<file path="src/rtl/zigbee_fm_discriminator.sv">
// -----------------------------------------------------------------------------
// zigbee_fm_discriminator
//
// Frequency discriminator for O-QPSK/MSK chip recovery. It takes the phase
// differences between consecutive valid CORDIC phase samples, sums OSR of
// them per chip, and decides the chip value from the sign of that sum.
// Because the phase wraps modulo 2^W_SIZE, the natural two's-complement
// difference is already the shortest signed rotation.
//
// Parameters
//   W_SIZE  phase width (signed, 64 steps per turn at the default of 6)
//   OSR     phase samples per chip (2..16)
//
// Ports
//   clk        in   single clock, rising edge
//   reset_n    in   asynchronous active-low reset
//   wout       in   signed phase sample
//   oValid     in   phase sample strobe
//   clear      in   synchronous chip-boundary resync (zeroes counter/sum)
//   chip       out  chip decision, 1 = positive frequency
//   chipValid  out  one-cycle strobe qualifying chip/chipSum
//   chipSum    out  signed per-chip accumulated phase difference
//
// Optional build macro ZIGBEE_DISC_FREQ_OUT_EN adds:
//   freq       out  registered per-sample phase difference
//   freqValid  out  one-cycle strobe after each computed difference
// -----------------------------------------------------------------------------
module zigbee_fm_discriminator #(
  parameter  int W_SIZE = 6,
  parameter  int OSR    = 4,
  localparam int CNT_W  = $clog2(OSR),
  localparam int SUM_W  = W_SIZE + CNT_W
) (
  input  logic                     clk,
  input  logic                     reset_n,
  input  logic signed [W_SIZE-1:0] wout,
  input  logic                     oValid,
  input  logic                     clear,
  output logic                     chip,
  output logic                     chipValid,
  output logic signed [SUM_W-1:0]  chipSum
`ifdef ZIGBEE_DISC_FREQ_OUT_EN
  ,
  output logic signed [W_SIZE-1:0] freq,
  output logic                     freqValid
`endif
);

  typedef enum logic {
    EMPTY = 1'b0,  // no previous phase held yet
    RUN   = 1'b1
  } state_e;

  state_e                    state_q, state_d;
  logic signed [W_SIZE-1:0]  phase_prev_q, phase_prev_d;
  logic signed [SUM_W-1:0]   acc_q, acc_d;
  logic        [CNT_W-1:0]   cnt_q, cnt_d;
  logic                      chip_q, chip_d;
  logic signed [SUM_W-1:0]   chip_sum_q, chip_sum_d;
  logic                      chip_valid_q, chip_valid_d;

  logic signed [W_SIZE-1:0]  diff;
  logic signed [SUM_W-1:0]   sum_full;
  logic                      diff_take;

  // W_SIZE-bit subtraction wraps modulo 2^W_SIZE, giving the shortest rotation.
  assign diff     = wout - phase_prev_q;
  assign sum_full = acc_q + {{CNT_W{diff[W_SIZE-1]}}, diff};

  // NOTE: every signal assigned here gets a default first, so no path leaves
  // it unassigned and no latch is inferred.
  always_comb begin
    state_d      = state_q;
    phase_prev_d = phase_prev_q;
    acc_d        = acc_q;
    cnt_d        = cnt_q;
    chip_d       = chip_q;
    chip_sum_d   = chip_sum_q;
    chip_valid_d = 1'b0;
    diff_take    = 1'b0;

    if (oValid) begin
      phase_prev_d = wout;
      if (state_q == EMPTY) state_d = RUN;
      else                  diff_take = 1'b1;
    end

    // clear wins over a same-cycle diff: that diff is dropped.
    if (clear) begin
      acc_d = '0;
      cnt_d = '0;
    end else if (diff_take) begin
      if (cnt_q == CNT_W'(OSR - 1)) begin
        chip_sum_d   = sum_full;
        chip_d       = !sum_full[SUM_W-1] && (sum_full != '0);
        chip_valid_d = 1'b1;
        acc_d        = '0;
        cnt_d        = '0;
      end else begin
        acc_d = sum_full;
        cnt_d = cnt_q + 1'b1;
      end
    end
  end

  // NOTE: sequential state uses non-blocking assignments so all registers
  // update together from the values present before the edge.
  always_ff @(posedge clk or negedge reset_n) begin
    if (!reset_n) state_q <= EMPTY;
    else          state_q <= state_d;
  end

  always_ff @(posedge clk or negedge reset_n) begin
    if (!reset_n) begin
      phase_prev_q <= '0;
      acc_q        <= '0;
      cnt_q        <= '0;
      chip_q       <= 1'b0;
      chip_sum_q   <= '0;
      chip_valid_q <= 1'b0;
    end else begin
      phase_prev_q <= phase_prev_d;
      acc_q        <= acc_d;
      cnt_q        <= cnt_d;
      chip_q       <= chip_d;
      chip_sum_q   <= chip_sum_d;
      chip_valid_q <= chip_valid_d;
    end
  end

  assign chip      = chip_q;
  assign chipValid = chip_valid_q;
  assign chipSum   = chip_sum_q;

`ifdef ZIGBEE_DISC_FREQ_OUT_EN
  // Raw per-sample frequency tap; deliberately independent of clear.
  logic signed [W_SIZE-1:0] freq_q;
  logic                     freq_valid_q;

  always_ff @(posedge clk or negedge reset_n) begin
    if (!reset_n) begin
      freq_q       <= '0;
      freq_valid_q <= 1'b0;
    end else begin
      freq_valid_q <= diff_take;
      if (diff_take) freq_q <= diff;
    end
  end

  assign freq      = freq_q;
  assign freqValid = freq_valid_q;
`endif

endmodule
</file>
<file path="config.mk">
export PLATFORM = sky130hd
export DESIGN_NAME = zigbee_fm_discriminator
export DESIGN_NICKNAME = d
export VERILOG_FILES = /design/src/rtl/zigbee_fm_discriminator.sv
export SDC_FILE = /design/constraint.sdc
export NUM_CORES = 1
export LEC_CHECK = 0
export CAP_MARGIN = 20
export CORE_AREA = 2 2 83 85
export CTS_CLUSTER_SIZE = 12
export DETAILED_ROUTE_END_ITERATION = 7
export DIE_AREA = 0 0 85 87
export DONT_BUFFER_PORTS = 1
export PLACE_DENSITY = 0.43
export SLEW_MARGIN = 0
export SYNTH_ARGS = -nofsm -noshare
export SYNTH_HDL_FRONTEND = slang
export SYNTH_SLANG_ARGS = --single-unit
</file>
<file path="constraint.sdc">
create_clock -name clk -period 3.05 [get_ports clk]
set_input_delay 0.4575 -clock clk [delete_from_list [all_inputs] [get_ports clk]]
set_output_delay 0.4575 -clock clk [all_outputs]
set_load 0.05 [all_outputs]
</file>
==> metrics, run 1 <==
DP HPWL=about 2.7 mm; status=completed; Post-Place Worst Slack=-0.162 ns; share of layout cells above drive strength 1=0.212; vias in the first global route=roughly 1.3k; Die Y=87 um; Inserted Clock Buffers=3; WP data required=3.22 ns; core area=0.00657 mm^2; antenna violations before repair=0; initial cell density of the core=0.238; period utilization=0.995; Worst Skew=0.00423 ns; Cells after Synth=167; final hold vios=0; hold crit path type=input pin to register; DRC viols=0; Layout fillers=685; Final nets=215; Site Rows=30; Startpoint Class=register; Yosys reg bits=27; first-pass GRT wire length=6.15 mm; Warnings, synthesis=0; final setup fails=0; wire per inst=13.5 um; 1st-pass router iterations=4; RSZ-0062 raised after global routing=yes; Post-synth ARST share=1.00; All-Layer GR Usage=0.105; Worst-Skew Late Latency=approximately 0.28 ns; most common library cell in the layout ignoring fill and taps=dfrtp_1; max-slew violations=0; most frequent cells in the layout=dfrtp_1 (27), nand2_1 (26), o21ai_0 (18), buf_4 (18), inv_1 (13); Pleak=0.905 nW; n_diodes=0; Netlist cell types=36; Period minus WS final=3.03 ns; Clock Pin Slew Worst Setup and Hold Paths=0.10 ns; syn avg cell area=approximately 9.4 um^2; I/O pins=20; Critical Path AT=3.21 ns; Pwr Density=just under 800 mW/mm^2; H-Tree Depth=1; syn_nets=192; largest net degree at the start of global routing=28; clk sink count=27; Worst-Margin Slew=between 0.7 and 0.8 ns; Worst setup EP type=register; number of routed nets with antenna violations=0; max cap viols=0; Setup Crit Path Kind=register to register; CP Max Fanout=3; GP Congestion=0.768; CTS tree=done; DR vias=between 1k and 1.5k; Die Area=roughly 0.0074 mm^2; root buffer cell=clkbuf_8; Top FF cell, synth=dfrtp_1; Slew headroom=0.479; Overflow after GRT=0; vias per cell=between 4 and 5; peak supply drop=0.207 mV; Die Wd=between 80 and 90 um; Routed WL=3.62 mm; Final WS setup=0.0155 ns; Layout area overhead=25.7%; Hold WS=~0.22 ns; number of synthesized flops with an enable pin=0; IO buf count=0; Max Freq=330 MHz; Max Buffers Root-to-Sink=2; Starting DRT DRC Count=32; post-synthesis sequential area ratio=0.432; Syn Std Cell Area=0.00157 mm^2
power by group:
group / total, mW / switching (mW) / internal, mW
clock network: 0.220 / 0.127 / 0.0931
logic: 0.702 / 0.341 / 0.361
registers: 0.598 / 0.169 / 0.429
total: 1.52 / 0.637 / 0.883
path summary, 6_finish.rpt:
kind                            depth (start not counted)          to             from  slack [ns]
worst min-delay path                                    1    cnt_q[1]            clear        0.22
max in group asynchronous                               2    acc_q[3]          reset_n        2.27
worst min register to register                          2    acc_q[3]         acc_q[3]        0.50
min in group asynchronous                               2  chipSum[1]          reset_n        0.61
worst max register to register                         13        chip  phase_prev_q[0]        0.02
worst max-delay path                                   13        chip  phase_prev_q[0]        0.02
per-stage QoR:
stage	TNS [ns]	instance area (um^2)	util	instances	power [mW]
global route	-0.214	1970	0.300	269	1.65
floorplan	-0.0609	1600	-	167	0.971
detailed placement	-0.231	1810	0.275	260	1.23
finish	0	1970	0.300	269	1.52
global placement	-0.147	1810	0.275	260	1.23
CTS	-0.0130	1920	0.293	267	1.51
cells by family (layout without fill, tap and decap cells):
family	Yosys count	in the layout	share of synthesized area
and+or+nand+nor	56	56	0.174
muxes	2	2	0.0144
adders and majority gates	15	15	0.129
xor gates and xnor gates	7	7	0.0392
AOI/OAI and AO/OA	43	43	0.170
DFF	27	27	0.432
buffers and inverters	17	39	0.0408
metal layers:
metal  vias to the layer above  wire, um  global-route usage
met3                         5       122              0.0246
met1                       583      1770               0.145
li1                        629         -                   -
met4                         0        53              0.0303
met5                         -         0                   0
met2                        14      1680               0.165
synth_stat cells, types with 2 or more instances:
cell	number	share of area
xor2_1	4	0.022
ha_1	13	0.10
or3_1	2	0.0080
and3_1	2	0.0080
dfrtp_1	27	0.43
a22o_1	2	0.011
mux2_2	2	0.014
a21o_1	3	0.014
nor2_1	8	0.019
fa_1	2	0.026
nand3_1	4	0.013
o21ai_0	18	0.058
a31oi_1	3	0.012
nor3b_1	2	0.0096
nor3_1	2	0.0064
clkbuf_1	2	0.0048
inv_1	15	0.036
a21oi_1	9	0.029
nand2_1	26	0.062
nand2b_1	2	0.0080
o21a_1	2	0.0096
xnor2_1	3	0.017
flip-flops by register name (all words and copies together) (netlist names):
| name | flops |
|---|---|
| phase_prev_q | 6 |
| acc_q | 8 |
| state_q | 1 |
| chipSum | 8 |
| chip | 1 |
| cnt_q | 2 |
| chipValid | 1 |
timing repair:
item                       CTS  global route
pin swaps                    9             3
hold endpoints to repair    27             0
setup endpoints to repair    2             4
resized for setup            3             6
hold buffers                 2             0
setup buffers                1             2
critical path, stage by stage, from the launching register on:
cell	delay [ns]
dfrtp_1	0.40
ha_4	0.14
inv_2	0.03
fa_2	0.33
a21o_1	0.17
a21oi_2	0.17
xnor2_2	0.07
ha_1	0.33
and3_4	0.19
o2bb2ai_4	0.14
o41ai_4	0.27
a21oi_2	0.06
or4_4	0.48
nor4bb_1	0.14
cell type report:
class | instances | area, um^2 | share of cell area
multi-input combinational | 123 | 910 | 0.462
sequential | 27 | 676 | 0.343
timing repair buffer | 20 | 165 | 0.0839
tap | 80 | 100 | 0.0509
inverter | 15 | 68.8 | 0.0350
clock buffer | 3 | 41.3 | 0.0210
clock inverter | 1 | 7.51 | 0.00381
No activity file was read; power rests on OpenSTA's default activity.
==> run 2: changes to the inputs <==
--- a/config.mk
+++ b/config.mk
@@ -11,6 +11,7 @@
 export DETAILED_ROUTE_END_ITERATION = 7
 export DIE_AREA = 0 0 85 87
 export DONT_BUFFER_PORTS = 1
+export GPL_TIMING_DRIVEN = 1
 export PLACE_DENSITY = 0.43
 export SLEW_MARGIN = 0
 export SYNTH_ARGS = -nofsm -noshare
==> results of run 2 <==
Final layout, timing and power as in run 1 (identical DEF).
==> run 3: changes to the inputs <==
--- a/config.mk
+++ b/config.mk
@@ -11,7 +11,6 @@
 export DETAILED_ROUTE_END_ITERATION = 7
 export DIE_AREA = 0 0 85 87
 export DONT_BUFFER_PORTS = 1
-export GPL_TIMING_DRIVEN = 1
 export PLACE_DENSITY = 0.43
 export SLEW_MARGIN = 0
 export SYNTH_ARGS = -nofsm -noshare
==> results of run 3 <==
Final layout, timing and power as in run 1 (identical DEF).
